File: config.mk
export PLATFORM = sky130hd
export DESIGN_NAME = prog_host_loader
export DESIGN_NICKNAME = d
export VERILOG_FILES = /design/src/rtl/prog_host_loader_pkg.sv /design/src/rtl/prog_host_loader_skid.sv /design/src/rtl/prog_host_loader.sv
export SDC_FILE = /design/constraint.sdc
export NUM_CORES = 1
export LEC_CHECK = 0
export CAP_MARGIN = 5
export CORE_MARGIN = 2
export CORE_UTILIZATION = 35
export CTS_BUF_LIST = sky130_fd_sc_hd__clkbuf_8
export DETAILED_ROUTE_END_ITERATION = 10
export SLEW_MARGIN = 40
export SYNTH_ARGS = -nofsm -noshare
export SYNTH_HDL_FRONTEND = slang
export SYNTH_SLANG_ARGS = --single-unit
File: constraint.sdc
create_clock -name clk -period 2.4 [get_ports clk]
set_input_delay 0.6 -clock clk [delete_from_list [all_inputs] [get_ports clk]]
set_output_delay 0.6 -clock clk [all_outputs]
set_load 0.005 [all_outputs]
File: src/rtl/prog_host_loader_pkg.sv
// Shared types and default parameter values for the host-side program loader.
package prog_host_pkg;

  typedef enum logic [2:0] {
    IDLE  = 3'd0,
    LOAD  = 3'd1,
    HOLD  = 3'd2,
    RUN   = 3'd3,
    DRAIN = 3'd4
  } state_t;

  localparam int DEF_AW        = 8;
  localparam int DEF_LOAD_BASE = 0;
  localparam int DEF_LOAD_LEN  = 64;
  localparam int DEF_RES_BASE  = 64;
  localparam int DEF_RES_LEN   = 32;
  localparam int DEF_TIMEOUT   = 4096;

endpackage

File: src/rtl/prog_host_loader_skid.sv
// One-entry registered output stage: captures a memory byte and holds it
// (valid and data stable) until the host takes it with out_ready.
module host_out_skid (
  input  logic       clk,
  input  logic       reset,
  input  logic       load,
  input  logic       ready,
  input  logic [7:0] din,
  output logic       valid,
  output logic [7:0] data
);

  // load is only asserted by the owner while the entry is empty
  always_ff @(posedge clk) begin
    if (reset) begin
      valid <= 1'b0;
      data  <= 8'h00;
    end else if (load) begin
      valid <= 1'b1;
      data  <= din;
    end else if (valid && ready) begin
      valid <= 1'b0;
    end
  end

endmodule

File: src/rtl/prog_host_loader.sv
// Host-side sequencer: loads an image into data memory with the core held in
// start, releases it, waits for done (bounded), then streams a result region out.
//
// Handshakes: a byte moves on in_valid/in_ready (load) or out_valid/out_ready
// (drain) only on a cycle where both are 1; once out_valid is raised, out_data
// and out_valid hold until the host accepts.
module prog_host_loader
  import prog_host_pkg::*;
#(
  parameter int AW        = DEF_AW,
  parameter int LOAD_BASE = DEF_LOAD_BASE,
  parameter int LOAD_LEN  = DEF_LOAD_LEN,
  parameter int RES_BASE  = DEF_RES_BASE,
  parameter int RES_LEN   = DEF_RES_LEN,
  parameter int TIMEOUT   = DEF_TIMEOUT
) (
  input  logic          clk,
  input  logic          reset,
  input  logic          go,
  input  logic          in_valid,
  input  logic [7:0]    in_data,
  output logic          in_ready,
  output logic          core_start,
  input  logic          core_done,
  output logic          host_owns_mem,
  output logic [AW-1:0] dm_addr,
  output logic          dm_wr_en,
  output logic [7:0]    dm_dat_in,
  input  logic [7:0]    dm_dat_out,
  output logic          out_valid,
  output logic [7:0]    out_data,
  input  logic          out_ready,
  output logic          busy,
  output logic          timeout_err,
  output state_t        state_dbg
);

  localparam int IW = AW + 1;
  localparam int CW = $clog2(TIMEOUT + 1);

  localparam logic [IW-1:0] LOAD_LAST   = IW'(LOAD_LEN - 1);
  localparam logic [IW-1:0] RES_LAST    = IW'(RES_LEN - 1);
  localparam logic [CW-1:0] TO_LAST     = CW'(TIMEOUT - 1);
  localparam logic [CW-1:0] TO_SAT      = CW'(TIMEOUT);
  localparam logic [AW-1:0] LOAD_BASE_A = AW'(LOAD_BASE);
  localparam logic [AW-1:0] RES_BASE_A  = AW'(RES_BASE);

  state_t        state, state_next;
  logic [IW-1:0] idx, idx_next;
  logic [CW-1:0] run_cnt, run_cnt_next;
  logic          timeout_next;
  logic          skid_load;

  always_ff @(posedge clk) begin
    if (reset) begin
      state       <= IDLE;
      idx         <= '0;
      run_cnt     <= '0;
      timeout_err <= 1'b0;
    end else begin
      state       <= state_next;
      idx         <= idx_next;
      run_cnt     <= run_cnt_next;
      timeout_err <= timeout_next;
    end
  end

  always_comb begin
    state_next    = state;
    idx_next      = idx;
    run_cnt_next  = run_cnt;
    timeout_next  = timeout_err;
    core_start    = 1'b0;
    in_ready      = 1'b0;
    host_owns_mem = 1'b1;
    dm_addr       = '0;
    dm_wr_en      = 1'b0;
    dm_dat_in     = 8'h00;
    skid_load     = 1'b0;
    busy          = (state != IDLE);

    case (state)
      IDLE: begin
        if (go) begin
          state_next   = LOAD;
          idx_next     = '0;
          timeout_next = 1'b0;
        end
      end

      LOAD: begin
        core_start = 1'b1;
        in_ready   = 1'b1;
        dm_addr    = LOAD_BASE_A + idx[AW-1:0];
        if (in_valid) begin
          dm_wr_en  = 1'b1;
          dm_dat_in = in_data;
          idx_next  = idx + 1'b1;
          if (idx == LOAD_LAST) state_next = HOLD;
        end
      end

      // Keeps start asserted one cycle past the final write.
      HOLD: begin
        core_start   = 1'b1;
        run_cnt_next = '0;
        state_next   = RUN;
      end

      // done on the first RUN cycle can be left over from the previous program.
      RUN: begin
        host_owns_mem = 1'b0;
        run_cnt_next  = (run_cnt == TO_SAT) ? run_cnt : run_cnt + 1'b1;
        if ((run_cnt != '0) && core_done) begin
          state_next = DRAIN;
          idx_next   = '0;
        end else if (run_cnt >= TO_LAST) begin
          timeout_next = 1'b1;
          state_next   = DRAIN;
          idx_next     = '0;
        end
      end

      DRAIN: begin
        dm_addr   = RES_BASE_A + idx[AW-1:0];
        skid_load = !out_valid;
        if (out_valid && out_ready) begin
          idx_next = idx + 1'b1;
          if (idx == RES_LAST) state_next = IDLE;
        end
      end

      default: state_next = IDLE;
    endcase
  end

  host_out_skid u_skid (
    .clk   (clk),
    .reset (reset),
    .load  (skid_load),
    .ready (out_ready),
    .din   (dm_dat_out),
    .valid (out_valid),
    .data  (out_data)
  );

  assign state_dbg = state;

endmodule
Word level (Yosys, flattened, before mapping):

Index checks and enable logic that the tools add are counted.

* register bits after elaboration: 35
* bits of input ports: 22
* word-level logic and storage cells: 72

* add/sub/neg operators: 3
* magnitude comparators: 1
* equal/unequal tests: 16
* mux-type cells: 31
* reductions and logical operators: 15

Operators by type and width (number)
* two-way mux 9 bit: 5
* one-hot mux 9 bit (4 select lines): 1
* one-hot mux 13 bit (2 select lines): 1
* two-way mux 3 bit: 7
* two-way mux 8 bit: 2
* inequality test 2 bit (second input constant): 8
* one-hot mux 8 bit (2 select lines): 1
* one-hot mux 3 bit (5 select lines): 1
* adder 13 x 1 -> 13 bit (second input constant): 1
* equality test 13 bit (second input constant): 1
* >= comparator 13 x 12 -> 1 bit (second input constant): 1
* two-way mux 13 bit: 1
* nonzero test 13 bit: 1
* two-way mux 1 bit: 11
* adder 9 x 1 -> 9 bit (second input constant): 1
* equality test 9 x 5 -> 1 bit (second input constant): 1
* equality test 9 x 6 -> 1 bit (second input constant): 1
* adder 7 x 8 -> 8 bit (first input constant): 1
* equality test 3 x 2 -> 1 bit (second input constant): 2
* AND reduction 6 bit: 1
* nonzero test 2 bit: 3
* AND reduction 5 bit: 1
* AND reduction 4 bit: 1
* nonzero test 4 bit: 1
* 10 further kinds: 11

Longest topological paths before layout:

* word-level depth: 4
* gate-level depth with buffers: 8
* mapped depth without buffers: 7

Cells and area by module:

A second synthesis with hierarchy kept.

* cell total of the unflattened synthesis: 236
* area, all modules: 2000.7 µm²

Modules (own cells, without submodules)
* prog_host_loader: times used 1, cells each 206, area each 1679.1 µm², sequential area each 520.5 µm²
* host_out_skid: times used 1, cells each 30, area each 321.6 µm², sequential area each 180.2 µm²

Worst setup path after synthesis:

No wires, ideal clock.

* path type: flip-flop to flip-flop
* start: register state[2] (netlist: state_dbg[2])
* end: register idx[7]
* setup time: 0.073 ns
* arrival: 1.705 ns
* data required time: 2.327 ns
* slack: 0.622 ns
* cell stages (with the launch flop): 7
* cells stage by stage: dfxtp_1 > buf_4 > nand2b_4 > a211oi_4 > o21ai_2 > or4_4 > o211ai_2

* word-level cells in the longest chain between the ends: 3

RTL lines
* start: declaration: line prog_host_loader.sv:48 `state_t state, state_next;`
* start signal: assignment: line prog_host_loader.sv:61 `state <= state_next;`
* equality test 3 x 2 -> 1 bit, or another cell as far along: line prog_host_loader.sv:82 `case (state)`
* inequality test 3 bit (no source line), or another cell as far along
* AND reduction 5 bit (no source line)
* end signal: assignment: line prog_host_loader.sv:62 `idx <= idx_next;`
* end: declaration: line prog_host_loader.sv:49 `logic [IW-1:0] idx, idx_next;`

Parallel ways exist; a longest one is shown, timed or not.
A chain may end at the register's enable or synchronous reset.

Final worst setup path:

* start: register state[2] (netlist: state_dbg[2])
* end: output host_owns_mem

* word-level cells in the longest chain between the ends: 2

RTL lines
* equality test 3 x 2 -> 1 bit: line prog_host_loader.sv:82
* two-way mux 1 bit: line prog_host_loader.sv:82
* end: declaration: line prog_host_loader.sv:25 `output logic host_owns_mem,`

No other way between the ends.

==> reports/summary.txt <==
Status: complete, no violations
Row count: 27
Number of distinct standard cells referenced by the synthesized netlist: 52
Root Driver: sky130_fd_sc_hd__clkbuf_8
Vias/cell: 5.00
CTS tree: yes
Number of design rule violations left after detail routing: 0
Peak VDD IR: 0.338 mV
Die area: 6270 µm²
Launch instance of the worst register-to-register path: run_cnt[0]$_SDFFE_PP0P_
Power density over the cells: 778 nW/µm²
Largest fanout on the critical path: 9
Hold Worst Slack: 455 ps
CTS H-tree depth: 2
Number of placed I/O pins: 56
Count of cells along the worst register-to-register path: 8
Number of hold violations in the final report: 0
Cts bufs inserted: 5
Maximum number of pins on one net before global-route repair: 17
Reg2Reg Capture Point: idx[2]$_SDFFE_PP0P_
Cell with the largest stage delay on the worst path: sky130_fd_sc_hd__clkdlybuf4s50_1
RD Place Congestion: 0.814
Later-pin clock latency in the skew report: 290 ps
Ratio of cells with drive above 1 in the final layout: 14.3%
Setup slack of the worst register-to-register path: 390 ps
CP max stage delay: 520 ps
Total standard cell area after synthesis: 1980 µm²
Category of the critical setup timing path: flip-flop to primary output
WL/cell: 13.0 µm
Final Cycle Share: 96.6%
Hold Crit Endpoint: u_skid.data[1]$_SDFFE_PP0P_
Deepest clock path buffer count: 2
Ant. Diodes: 0
Fmax: 431 MHz
First drt pass iteration count: 4
Prevailing post-synth register cell: sky130_fd_sc_hd__dfxtp_1
Nets: 347
Clock sinks: 35
Vias in the first global route: 1,801
Post-synthesis async set-or-reset flop share: 0%
Pin slew with the least headroom to its limit: 408 ps
Syn Nets: 276
Critical path endpoint category: primary output
Hold crit path type: flip-flop to flip-flop
Die outline width: 79.2 µm
Final setup slack of the worst path: 82.3 ps
Ys Warns: 0
Global-route congestion overflow total: 0
Clock input transition at the sequential cells of the worst setup and hold paths: 80 ps
Post-Syn Instances: 249
Synth Register Bits: 35
Min-Delay Startpoint: u_skid.data[1]$_SDFFE_PP0P_
Drt total wl: 5.09 mm
First-pass GRT wire length: 8.39 mm
Placement Setup Slack: -154 ps
Height of the die: 79.2 µm
RSZ-0062 raised after global routing: yes
Number of buffers inserted by post-CTS setup repair: 0
Most common cell after layout, fill and taps aside: sky130_fd_sc_hd__clkdlybuf4s50_1
Sequential cell area fraction in the yosys report: 35.4%
Setup violators final: 0
Setup TNS after final layout: 0 ps
CP required: 1800 ps
Period minus WS final: 2320 ps
Count of port buffers added during placement: 55
Number of violations of the max-capacitance limit: 0
Floorplan Core Area: 5470 µm²
Post-Syn Area per Cell: 7.94 µm²
Detailed-route via count: 1,964
Number of pins exceeding their max-slew limit in the final report: 0
Number of routed nets with antenna violations: 0
Number of enable-type register cells in the synthesized netlist: 0
Power Total: 2240 µW
DP HPWL: 3.74 mm
Layout overhead on the synthesized area: 45.3%
Core Util, Final: 52.5%
GRT Resource Usage Total: 16.7%
Starting density of the core: 36.1%
Number of design-rule violations left by the first detailed-router iteration: 96
Worst slew margin relative to its limit: 72.1%
Setup clock skew after layout: 11.3 ps
Data arrival time of the worst path: 1720 ps
Nature of the critical path startpoint: flip-flop
Most used cells in the layout excluding fill and tap cells: sky130_fd_sc_hd__clkdlybuf4s50_1 (53), sky130_fd_sc_hd__dfxtp_1 (30), sky130_fd_sc_hd__nand2_1 (29), sky130_fd_sc_hd__buf_4 (20)
Number of antenna violations at the first check in global routing: 0
Worst hold path cell count: 2
List of cells traversed by the critical path: buf_4, and2b_1, nand2_1, clkdlybuf4s50_1
Leakage power summed over all cells: 0.00108 µW
==> timing repair <==
action	CTS	global route
pin swaps	0	1
hold buffers	0	0
resized for setup	8	8
setup endpoints to repair	18	9
==> cell families after synthesis <==
kind of cell | after synthesis | synth area share [%]
compound gates | 52 | 18.9
xor+xnor | 8 | 3.54
fa+ha+maj | 5 | 3.16
buf+inv | 30 | 6.52
flops | 35 | 35.4
mux | 1 | 0.506
simple gates | 118 | 32.0
==> state kept, by name, indices dropped and copies added (netlist names) <==
| register | flops |
|---|---|
| timeout_err | 1 |
| u_skid.valid | 1 |
| u_skid.data | 8 |
| idx | 9 |
| run_cnt | 13 |
| state_dbg | 3 |
==> worst max path at each step <==
stage	startpoint	end
finish	state_dbg[2]$_SDFFE_PP0P_	host_owns_mem
global route	state_dbg[0]$_SDFFE_PP0P_	dm_dat_in[7]
CTS	idx[6]$_SDFFE_PP0P_	dm_addr[7]
detailed placement	in_valid	dm_dat_in[2]
global placement	in_valid	dm_dat_in[7]
floorplan	state_dbg[2]$_SDFFE_PP0P_	idx[7]$_SDFFE_PP0P_
==> where the power goes <==
part / internal [µW] / switching (µW)
combinational: 527 / 462
sequential: 646 / 67.5
clock: 309 / 224
total: 1480 / 754
==> final cells by class <==
type                       instances  area (µm²)
fill                             551        2600
multi-input combinational        184        1170
timing repair buffer              76         717
sequential                        35         712
tap                               72        90.1
clock buffer                       5        68.8
inverter                          18        67.6
clock inverter                     3        43.8
==> worst max-delay path: cells and delay by family, from the launching register on <==
kind	cells	cell delay [ps]
buf+inv	2	700
flops	1	400
simple gates	2	340
==> cell usage after synthesis, types with 2 or more instances <==
master / instances / area share, %
sky130_fd_sc_hd__a21oi_1: 18 / 4.6
sky130_fd_sc_hd__nand4_1: 3 / 0.95
sky130_fd_sc_hd__inv_1: 17 / 3.2
sky130_fd_sc_hd__o211ai_1: 10 / 3.8
sky130_fd_sc_hd__and2_1: 8 / 2.5
sky130_fd_sc_hd__nor3_1: 7 / 1.8
sky130_fd_sc_hd__buf_2: 4 / 1.0
sky130_fd_sc_hd__dfxtp_1: 35 / 35
sky130_fd_sc_hd__xor2_1: 2 / 0.89
sky130_fd_sc_hd__clkbuf_1: 6 / 1.1
sky130_fd_sc_hd__o2111ai_1: 3 / 1.3
sky130_fd_sc_hd__ha_1: 5 / 3.2
sky130_fd_sc_hd__nand2_1: 29 / 5.5
sky130_fd_sc_hd__nor2_1: 18 / 3.4
sky130_fd_sc_hd__nand3b_1: 3 / 1.1
sky130_fd_sc_hd__a211oi_1: 3 / 1.1
sky130_fd_sc_hd__or3_1: 8 / 2.5
sky130_fd_sc_hd__o21ai_1: 3 / 0.76
sky130_fd_sc_hd__or4_1: 4 / 1.5
sky130_fd_sc_hd__o31ai_1: 2 / 0.76
sky130_fd_sc_hd__xnor2_1: 6 / 2.7
sky130_fd_sc_hd__nand3_1: 14 / 3.5
sky130_fd_sc_hd__and3_1: 8 / 2.5
sky130_fd_sc_hd__nand2b_1: 5 / 1.6
==> metal layers <==
metal | global-route usage [%] | vias to the layer above | wire (µm)
met5 | 0 | - | 0
met4 | 4.31 | 0 | 41
li1 | - | 1022 | -
met3 | 4.20 | 5 | 248
met1 | 22.6 | 895 | 2510
met2 | 26.4 | 42 | 2290
==> stage by stage <==
step                      cell area (µm²)  instances
after floorplan                      1980        249
after global placement               2710        385
after detailed placement             2710        385
after CTS                            2850        393
after global routing                 2870        393
final                                2870        393
No activity file was read; power rests on OpenSTA's default activity.
